`config.mk`:
```
export PLATFORM = sky130hd
export DESIGN_NAME = gcd_req_ctrl
export DESIGN_NICKNAME = d
export VERILOG_FILES = /design/src/rtl/gcd_req_ctrl.sv
export SDC_FILE = /design/constraint.sdc
export NUM_CORES = 1
export LEC_CHECK = 0
export BUFFER_PORTS_ARGS = -buffer_cell sky130_fd_sc_hd__buf_2
export CAP_MARGIN = 20
export CORE_MARGIN = 8
export CORE_UTILIZATION = 51
export DETAILED_ROUTE_END_ITERATION = 16
export PLACE_DENSITY = 0.81
export SLEW_MARGIN = 20
export SYNTH_ARGS = -nofsm -noshare
export SYNTH_HDL_FRONTEND = slang
export SYNTH_SLANG_ARGS = --single-unit
```
`constraint.sdc`:
```
create_clock -name clk -period 6.2 [get_ports clk]
set_clock_uncertainty 0.05 [all_clocks]
set_input_delay 1.86 -clock clk [delete_from_list [all_inputs] [get_ports clk]]
set_output_delay 1.86 -clock clk [all_outputs]
set_load 0.005 [all_outputs]
```
`src/rtl/gcd_req_ctrl.sv`:
```
// Requester-side controller for a subtractive GCD core: accepts operand pairs,
// short-circuits zero operands, runs the core under a watchdog, returns results.
module gcd_req_ctrl #(
  parameter int W       = 32,
  parameter int TIMEOUT = 4096,
  parameter int CW      = 16
) (
  input  logic          clk,
  input  logic          rst,
  input  logic          in_valid,
  output logic          in_ready,
  input  logic [W-1:0]  in_x,
  input  logic [W-1:0]  in_y,
  output logic          core_start,
  output logic [W-1:0]  core_x,
  output logic [W-1:0]  core_y,
  output logic          core_rst,
  input  logic [W-1:0]  core_gcd,
  input  logic          core_done,
  output logic          res_valid,
  input  logic          res_ready,
  output logic [W-1:0]  res_gcd,
  output logic          res_err,
  output logic [CW-1:0] res_cycles
);

  typedef enum logic [2:0] {
    S_IDLE, S_ISSUE, S_SETTLE, S_WAIT, S_RESP, S_ABORT
  } state_t;

  state_t        state_reg, state_next;
  logic [W-1:0]  x_reg, x_next;
  logic [W-1:0]  y_reg, y_next;
  logic [W-1:0]  gcd_reg, gcd_next;
  logic          err_reg, err_next;
  logic [CW-1:0] cycles_reg, cycles_next;
  logic [CW-1:0] cnt_reg, cnt_next;
  logic [CW-1:0] cnt_inc;
  logic          rst_hold_reg;

  // Saturating increment: the WAIT counter never wraps.
  assign cnt_inc = (cnt_reg == '1) ? cnt_reg : cnt_reg + 1'b1;

  always_ff @(posedge clk or posedge rst) begin
    if (rst) begin
      state_reg    <= S_IDLE;
      x_reg        <= '0;
      y_reg        <= '0;
      gcd_reg      <= '0;
      err_reg      <= 1'b0;
      cycles_reg   <= '0;
      cnt_reg      <= '0;
      rst_hold_reg <= 1'b1;
    end else begin
      state_reg    <= state_next;
      x_reg        <= x_next;
      y_reg        <= y_next;
      gcd_reg      <= gcd_next;
      err_reg      <= err_next;
      cycles_reg   <= cycles_next;
      cnt_reg      <= cnt_next;
      rst_hold_reg <= 1'b0;
    end
  end

  always_comb begin
    state_next  = state_reg;
    x_next      = x_reg;
    y_next      = y_reg;
    gcd_next    = gcd_reg;
    err_next    = err_reg;
    cycles_next = cycles_reg;
    cnt_next    = cnt_reg;
    case (state_reg)
      S_IDLE: begin
        if (in_valid) begin
          // The core never terminates with a zero operand, so answer directly.
          if (in_x == '0 || in_y == '0) begin
            gcd_next    = in_x | in_y;
            err_next    = 1'b0;
            cycles_next = '0;
            state_next  = S_RESP;
          end else begin
            x_next     = in_x;
            y_next     = in_y;
            state_next = S_ISSUE;
          end
        end
      end
      S_ISSUE:  state_next = S_SETTLE;
      S_SETTLE: begin
        cnt_next   = '0;
        state_next = S_WAIT;
      end
      S_WAIT: begin
        cnt_next = cnt_inc;
        if (core_done) begin
          gcd_next    = core_gcd;
          err_next    = 1'b0;
          cycles_next = cnt_inc;
          state_next  = S_RESP;
        end else if (cnt_reg == CW'(TIMEOUT - 1)) begin
          state_next = S_ABORT;
        end
      end
      S_ABORT: begin
        gcd_next    = '0;
        err_next    = 1'b1;
        cycles_next = CW'(TIMEOUT);
        state_next  = S_RESP;
      end
      S_RESP: begin
        if (res_ready) state_next = S_IDLE;
      end
      default: state_next = S_IDLE;
    endcase
  end

  assign res_valid  = (state_reg == S_RESP);
  assign in_ready   = (state_reg == S_IDLE) && !res_valid;
  assign core_start = (state_reg == S_ISSUE);
  assign core_rst   = rst_hold_reg || (state_reg == S_ABORT);
  assign core_x     = x_reg;
  assign core_y     = y_reg;
  assign res_gcd    = gcd_reg;
  assign res_err    = err_reg;
  assign res_cycles = cycles_reg;

endmodule

```
; ---- Word-level counts from Yosys, hierarchy flattened
; Cells that the tools add are included.
; Widths: inputs -> output; s select.
[word_totals]
input_bits = 101
wordCells = 55
regBits = 133
output_inout_bits = 117
[classes]
n_bitwise = 2
n_eq_ne = 12
n_reduce_logical = 12
mux = 20
n_addsub = 1
[op_table]
columns = operator, n
row1 = $mux 32, 3
row2 = $pmux 32 s3, 1
row3 = $logic_not 32->1, 2
row4 = $mux 16, 4
row5 = $pmux 16 s3, 1
row6 = $or 32x32->32, 1
row7 = $pmux 16 s2, 1
row8 = $pmux 3 s6, 1
row9 = $add 16x1->16 const B, 1
row10 = $eq 16x12->1 const B, 1
row11 = $eq 16x16->1 const B, 1
row12 = $mux 3, 5
row13 = $eq 3x2->1 const B, 2
row14 = $eq 3x3->1 const B, 2
row15 = $ne 2x2->1 const B, 3
row16 = $reduce_and 3->1, 2
row17 = $reduce_and 4->1, 1
row18 = $eq 3x1->1 const B, 1
row19 = $logic_not 3->1, 1
row20 = $mux 1, 3
row21 = $ne 3x3->1 const B, 1
row22 = $pmux 1 s3, 1
row23 = $reduce_bool 3->1, 1
row24 = $logic_or 1x1->1, 2
row25 = 5 further kinds, 5

; ---- Longest topological paths before layout
; Gate-level depths: netlist (run 1).
[logic_depth]
ltp_word = 5
mapped_depth = 8
depth_no_buf = 6

; ---- Worst setup path after synthesis (run 1)
; OpenSTA, ideal clock, no wires.
[synth_path]
kind = input-to-reg
startpoint = input port in_y[23]
endpoint = register cycles_reg[14] (netlist: res_cycles[14])
setup_ns = 0.125
path_buffers = 2
arrival_time_ns = 3.347
slack_ns = 2.678
path_stages = 7
cell_sequence = nor4_2 nand4_1 o221a_1 buf_6 nor2_8 buf_12 mux2_4
[synth_via]
elab_chain_cells = 4
[synth_lines]
columns = item, line_no
row1 = "start, declared", 13  ; input logic [W-1:0] in_y,
row2 = $logic_not 32->1, 78  ; if (in_x == '0 || in_y == '0) begin
row3 = $logic_or 1x1->1, 78
row4 = $ne 2x2->1 (no line), -
row5 = $reduce_and 4->1 (no line), -
row6 = "end signal, assigned", 60  ; cycles_reg <= cycles_next;
row7 = "end, declared", 36  ; logic [CW-1:0] cycles_reg, cycles_next;
; No other way between the ends.
; A chain may end at the register's enable or synchronous reset.

; ---- Worst setup path in the final report (run 1)
[layout_path]
startpoint = input port in_x[3]
endpoint = register gcd_reg[27] (netlist: res_gcd[27])
[layout_via]
elab_chain_cells = 4
[layout_lines]
columns = item, line_no
row1 = "start, declared", 12  ; input logic [W-1:0] in_x,
row2 = $logic_not 32->1, 78
row3 = $logic_or 1x1->1, 78
row4 = $ne 2x2->1 (no line), -
row5 = $reduce_and 4->1 (no line), -
row6 = "end signal, assigned", 58  ; gcd_reg <= gcd_next;
row7 = "end, declared", 34  ; logic [W-1:0] gcd_reg, gcd_next;
; No other way between the ends.

==> impl_metrics.env, run 1 <==
export IMPL_outcome="finished, final reports clean"
export IMPL_powerDensity_mw_per_mm2=499
export IMPL_min_path_cells=1
export IMPL_finalHoldViolations=0
export IMPL_clock_sinks=133
export IMPL_min_from="res_err$_DFFE_PP0P_"
export IMPL_synthArstFlopShare=1.00
export IMPL_initial_core_util=0.516
export IMPL_met1_usage=0.291
export IMPL_cts_buffers=17
export IMPL_worstMarginPinSlew_ns=0.914
export IMPL_syn_area_per_cell_sq_um=11.4
export IMPL_layout_drive_gt1_share=0.480
export IMPL_insertion_delay_ns=0.42
export IMPL_finalCritPeriodShare=0.715
export IMPL_r2r_start="state_reg[2]$_DFFE_PP0P_"
export IMPL_hpwl_mm=15.0
export IMPL_grt_total_usage=0.247
export IMPL_clock_root_buffer="clkbuf_16"
export IMPL_finalCoreUtilization=0.666
export IMPL_max_freq_mhz=226
export IMPL_die_area_sq_mm=0.0165
export IMPL_synth_seq_cells=133
export IMPL_grt_ovfl_total=0
export IMPL_io_pins=218
export IMPL_synthFlopType="dfrtp_1"
export IMPL_path_clk_slew_ns=0.05
export IMPL_ff2ff_path_depth=6
export IMPL_syn_to_final_growth_pct=29.0
export IMPL_max_slew_margin=0.391
export IMPL_peakVddDrop_v=0.000251
export IMPL_antenna_left=0
export IMPL_grt_max_degree=72
export IMPL_seq_area_sq_mm=0.00333
export IMPL_first_pass_iters=5
export IMPL_setup_viol=0
export IMPL_core_area_sq_mm=0.0125
export IMPL_cp_required_ns=6.45
export IMPL_grtUsageMet2=0.412
export IMPL_routabilityCongestion=0.970
export IMPL_die_w_um=128
export IMPL_use_met3=0.0679
export IMPL_reg2reg_to="res_gcd[27]$_DFFE_PP0P_"
export IMPL_io_buffers=217
export IMPL_hp_class="reg -> reg"
export IMPL_cts_buffer_depth=2
export IMPL_vias_per_cell=5.79
export IMPL_drt_wl_total_mm=20.3
export IMPL_critical_path_class="in -> reg"
export IMPL_syn_num_nets=665
export IMPL_fin_cells=961
export IMPL_cp_slowest_cell="nor2_8"
export IMPL_grt_pass1_wl_mm=31.4
export IMPL_synth_seq_area_share=0.517
export IMPL_grt_pass1_vias=5796
export IMPL_synth_most_common_cell="dfrtp_1"
export IMPL_hold_end="res_err$_DFFE_PP0P_"
export IMPL_tritoncts="yes"
export IMPL_multi_input_area_sq_mm=0.00289
export IMPL_max_cap_violations=0
export IMPL_diodes=0
export IMPL_cp_data_arrival_time_ns=4.68
export IMPL_synthTopCellsByArea="dfrtp_1 51%, mux2_2 12%, mux2_4 7.0%"
export IMPL_yosysTopAreaCell="dfrtp_1"
export IMPL_drt_iter0_markers=493
export IMPL_crit_start="in_x[3]"
export IMPL_drc=0
export IMPL_syn_inst=563
export IMPL_yosysTopAreaCellShare=0.513
export IMPL_max_stage_delay_ns=0.76
export IMPL_path_cells="buf_2 > nor4_1 > nand4_1 > o221a_1 > nor2_8 > mux2_2"
export IMPL_holdBufCountCts=0
export IMPL_wl_per_cell_um=21.2
export IMPL_netlist_area_sq_mm=0.00644
export IMPL_endpoint_kind="flop"
export IMPL_ys_warnings_count=0
export IMPL_die_y_um=128
export IMPL_final_nets=878
export IMPL_cp_max_fo=37
export IMPL_ys_types=61
export IMPL_post_route_min_period_ns=4.43
export IMPL_antenna_found_initial=0
export IMPL_tns_ns=0
export IMPL_cts_htree_levels=4
export IMPL_top_usage_layer="met2"
export IMPL_vias=5564
export IMPL_synth_common_cells="132 x dfrtp_1, 71 x mux2_2, 57 x o21ai_0, 51 x nand2_1, 49 x nor2_1"
export IMPL_r2r_setup_slack_ns=3.32
export IMPL_postCtsSetupBuffers=0
export IMPL_rsz0062_at_grt="no"
export IMPL_leakage_nw=3.84
export IMPL_startpoint_type="input pin"
export IMPL_slew_viol_final=0
export IMPL_cts_resized=0
export IMPL_synth_edff_count=0
export IMPL_num_rows=41
export IMPL_dp_cells=928
export IMPL_fillers=968
-- worst max path at each step --
stage	to	slack (ns)	cells after the start
3_3_place_gp	core_x[28]$_DFFE_PP0P_	1.44	7
2_1_floorplan	cnt_reg[0]$_DFFE_PP0P_	0.74	1
5_1_grt	core_rst	1.60	4
3_5_place_dp	res_gcd[30]$_DFFE_PP0P_	1.39	6
4_1_cts	core_x[28]$_DFFE_PP0P_	1.83	7
6_report	res_gcd[27]$_DFFE_PP0P_	1.77	6
-- cell type report --
| type | instances | share of cell area |
|---|---|---|
| clock buffer | 20 | 0.0562 |
| clock inverter | 12 | 0.0241 |
| inverter | 7 | 0.00347 |
| multi-input combinational | 391 | 0.348 |
| sequential | 133 | 0.401 |
| tap | 172 | 0.0259 |
| timing repair buffer | 226 | 0.141 |
-- power by group --
part | leakage (nW) | switching [W] | internal [W] | total, W
clock | 0.318 | 0.000371 | 0.000745 | 0.00112
combinational | 1.92 | 0.000761 | 0.000810 | 0.00157
sequential | 1.60 | 0.000245 | 0.00121 | 0.00146
total | 3.84 | 0.00138 | 0.00277 | 0.00415
-- routing by layer --
metal	part of all wire	up-vias
met4	0.033	0
met5	0	-
met2	0.49	323
met3	0.093	56
met1	0.38	2730
li1	-	2455
-- worst max-delay path: cells and delay by family --
family	cells	cell delay [ns]
mux	1	0.42
simple gates	3	1.73
buf+inv	1	0.12
compound gates	1	0.49
-- cell families after synthesis --
| family | synth area share |
|---|---|
| AND/OR/NAND/NOR | 0.134 |
| flip-flops | 0.517 |
| buffers and inverters | 0.0346 |
| multiplexers | 0.203 |
| AO/OA/AOI/OAI | 0.101 |
| adder cells (fa/ha/maj) | 0.00194 |
| XOR/XNOR | 0.00680 |
| other | 0.000583 |
-- cell usage in the layout (no fill, tap or decap), types with 2 or more instances in the layout --
cell,synthesis,routed
buf_2,13,217
dfrtp_1,132,132
mux2_2,71,71
o21ai_0,57,57
nand2_1,51,51
nor2_1,49,49
mux2_4,30,30
a21oi_1,18,17
clkbuf_16,0,17
nor4_1,15,15
nand4_1,12,12
nand3_1,11,11
buf_4,1,8
nor4_2,6,6
mux2i_1,6,6
o31ai_1,5,5
inv_1,6,5
a21o_1,5,5
bufinv_16,0,5
xnor2_1,4,4
nor3_1,4,4
a22o_1,4,4
nand2b_1,3,3
o211ai_1,3,3
clkbuf_8,0,3
clkinvlp_4,0,3
or3_1,2,2
a211oi_1,2,2
or2_2,2,2
clkinv_2,0,2
clkinv_4,0,2
-- stage by stage --
| step | hold WS, ns | setup slack, ns | area (sq um) | power (W) |
|---|---|---|---|---|
| global placement | 0.414 | 1.44 | 7610 | 0.00295 |
| detailed placement | 0.419 | 1.39 | 7610 | 0.00302 |
| finish | 0.438 | 1.77 | 8300 | 0.00415 |
| global route | 0.460 | 1.60 | 8300 | 0.00436 |
| CTS | 0.440 | 1.83 | 8280 | 0.00416 |
| floorplan | 0.424 | 0.737 | 6440 | 0.00240 |
(Power assumes the default switching activity.)
==> inputs of run 2 (changes only) <==
--- a/config.mk
+++ b/config.mk
@@ -5,6 +5,7 @@
 export SDC_FILE = /design/constraint.sdc
 export NUM_CORES = 1
 export LEC_CHECK = 0
+export ABC_AREA = 1
 export BUFFER_PORTS_ARGS = -buffer_cell sky130_fd_sc_hd__buf_2
 export CAP_MARGIN = 20
 export CORE_MARGIN = 8
==> constraint.sdc (replaced) <==
create_clock -name clk -period 4.5 [get_ports clk]
set_clock_uncertainty 0.05 [all_clocks]
set_input_delay 1.35 -clock clk [delete_from_list [all_inputs] [get_ports clk]]
set_output_delay 1.35 -clock clk [all_outputs]
set_load 0.005 [all_outputs]
==> run 2 against run 1 <==
Die area increased by 1.6%. Cell area decreased by 0.33%. Wire length increased by 7.1%. Register-to-register slack got worse by 1.4 ns. Clock power increased by 15%. Worst setup slack got worse by 0.52 ns. Sequential cell count unchanged. Non-clock buffer count increased by 1. Sequential share of layout area increased by 0.13 points. Critical endpoint is now in_ready. Power increased by 32%. Synthesized cell count increased by 54%. Highest routed layer unchanged. Critical path depth decreased by 2.
==> impl_metrics.env, run 2 <==
export IMPL_synth_edff_count=0
export IMPL_final_nets=1163
export IMPL_die_y_um=129
export IMPL_vias_per_cell=5.38
export IMPL_path_clk_slew_ns=0.05
export IMPL_yosysTopAreaCellShare=0.504
export IMPL_clock_sinks=133
export IMPL_io_buffers=217
export IMPL_slew_viol_final=0
export IMPL_dpl_worst_slack_ns=1.13
export IMPL_outcome="finished, final reports clean"
export IMPL_initial_core_util=0.522
export IMPL_tns_ns=0
export IMPL_cts_buffer_depth=2
export IMPL_peakVddDrop_v=0.000445
export IMPL_synth_seq_area_share=0.508
export IMPL_routabilityCongestion=0.878
export IMPL_die_w_um=129
export IMPL_diodes=0
export IMPL_setup_ws_ns=1.25
export IMPL_syn_area_per_cell_sq_um=7.57
export IMPL_grt_pass1_wl_mm=34.4
export IMPL_syn_inst=866
export IMPL_grt_max_degree=134
export IMPL_ys_types=29
export IMPL_netlist_area_sq_mm=0.00656
export IMPL_endpoint_kind="output pin"
export IMPL_max_freq_mhz=307
export IMPL_drt_wl_total_mm=21.8
export IMPL_max_slew_margin=0.355
export IMPL_finalCritPeriodShare=0.723
export IMPL_hpwl_mm=15.2
export IMPL_yosysTopAreaCell="dfrtp_1"
export IMPL_drc=0
export IMPL_holdBufCountCts=0
export IMPL_antenna_found_initial=0
export IMPL_layout_common_cells="359 x nand2_1, 217 x buf_2, 132 x dfrtp_1"
export IMPL_synth_common_cells="360 x nand2_1, 132 x dfrtp_1, 76 x nor2_1, 67 x nand4_1, 66 x nand3_1"
export IMPL_cp_max_fo=28
export IMPL_synthArstFlopShare=1.00
export IMPL_finalHoldViolations=0
export IMPL_post_route_min_period_ns=3.25
export IMPL_cp_data_arrival_time_ns=1.85
export IMPL_hp_class="reg -> reg"
export IMPL_holdWs_ns=0.411
export IMPL_clock_root_buffer="clkbuf_16"
export IMPL_fin_area_sq_mm=0.00828
export IMPL_critical_path_class="reg -> out"
export IMPL_drt_iter0_markers=619
export IMPL_first_pass_iters=7
export IMPL_die_area_sq_mm=0.0167
export IMPL_setup_viol=0
export IMPL_synthTopCellsByArea="dfrtp_1 50%, nand2_1 21%, nand4_1 6.4%"
export IMPL_antenna_left=0
export IMPL_synth_most_common_cell="nand2_1"
export IMPL_postCtsSetupBuffers=0
export IMPL_worstMarginPinSlew_ns=0.964
export IMPL_layout_cells_most_common="nand2_1"
export IMPL_fillers=1141
export IMPL_cts_htree_levels=4
export IMPL_vias=6699
export IMPL_placed_area_sq_mm=0.00773
export IMPL_syn_to_final_growth_pct=26.2
export IMPL_synthFlopType="dfrtp_1"
export IMPL_grt_ovfl_total=0
export IMPL_tritoncts="yes"
export IMPL_rsz0062_at_grt="no"
export IMPL_grt_total_usage=0.264
export IMPL_wl_per_cell_um=17.5
export IMPL_synth_seq_cells=133
export IMPL_core_area_sq_mm=0.0126
export IMPL_max_cap_violations=0
export IMPL_num_rows=41
export IMPL_layout_drive_gt1_share=0.250
export IMPL_ys_warnings_count=0
export IMPL_startpoint_type="flop"
export IMPL_syn_num_nets=968
export IMPL_grt_pass1_vias=6665
export IMPL_leakage_nw=4.61
export IMPL_io_pins=218
export IMPL_cts_resized=0
export IMPL_powerDensity_mw_per_mm2=662
export IMPL_cts_buffers=17
export IMPL_insertion_delay_ns=0.42
export IMPL_power_total_w=0.00548
export IMPL_cp_required_ns=3.10
run 2: worst paths after layout:
kind | endpoint | slack [ns] | depth (start not counted) | start
worst min register to register | res_gcd[11]$_DFFE_PP0P_ | 0.41 | 2 | res_gcd[11]$_DFFE_PP0P_
worst max-delay path | in_ready | 1.25 | 4 | state_reg[1]$_DFFE_PP0P_
worst max register to register | res_cycles[14]$_DFFE_PP0P_ | 1.92 | 9 | state_reg[1]$_DFFE_PP0P_
worst min-delay path | res_gcd[11]$_DFFE_PP0P_ | 0.41 | 2 | res_gcd[11]$_DFFE_PP0P_
min in group asynchronous | core_y[4]$_DFFE_PP0P_ | 1.01 | 3 | rst
max in group asynchronous | state_reg[2]$_DFFE_PP0P_ | 2.72 | 3 | rst
run 2: logic make-up (layout without fill, tap and decap cells):
family / after synthesis / in the layout / synth area share
XOR/XNOR: 6 / 6 / 0.00802
other: 1 / 1 / 0.000572
flip-flops: 133 / 133 / 0.508
AO/OA/AOI/OAI: 58 / 58 / 0.0470
adder cells (fa/ha/maj): 1 / 1 / 0.00191
AND/OR/NAND/NOR: 580 / 580 / 0.377
buffers and inverters: 87 / 295 / 0.0575
run 2: power breakdown:
| group | switching, W | internal, W | leakage (nW) |
|---|---|---|---|
| Clock | 0.000491 | 0.000801 | 0.266 |
| Sequential | 0.000265 | 0.00167 | 1.69 |
| Combinational | 0.00147 | 0.000792 | 2.66 |
run 2: layout make-up:
class,instances,area [sq um],share of cell area
Tap cell,172,215,0.0260
Timing Repair Buffer,227,1170,0.142
Multi-Input combinational cell,646,2880,0.348
Clock inverter,4,45.0,0.00544
Inverter,36,139,0.0168
Sequential cell,133,3330,0.402
Clock buffer,28,497,0.0600
run 2: layer usage:
layer | up-vias | wire, um | track usage
met5 | - | 0 | 0
met2 | 327 | 10300 | 0.419
met4 | 0 | 500 | 0.106
li1 | 3199 | - | -
met1 | 3125 | 8890 | 0.332
met3 | 48 | 2070 | 0.0789
run 2: worst max-delay path: stages, from the launching register on:
cell	delay, ns
dfrtp_1	0.41
nor2_1	0.14
inv_2	0.06
nor2_4	0.57
buf_2	0.25
run 2: per-stage QoR:
step,util,std cells
floorplan,-,866
global placement,0.615,1214
detailed placement,0.615,1214
CTS,0.658,1246
global route,0.658,1246
finish,0.658,1246
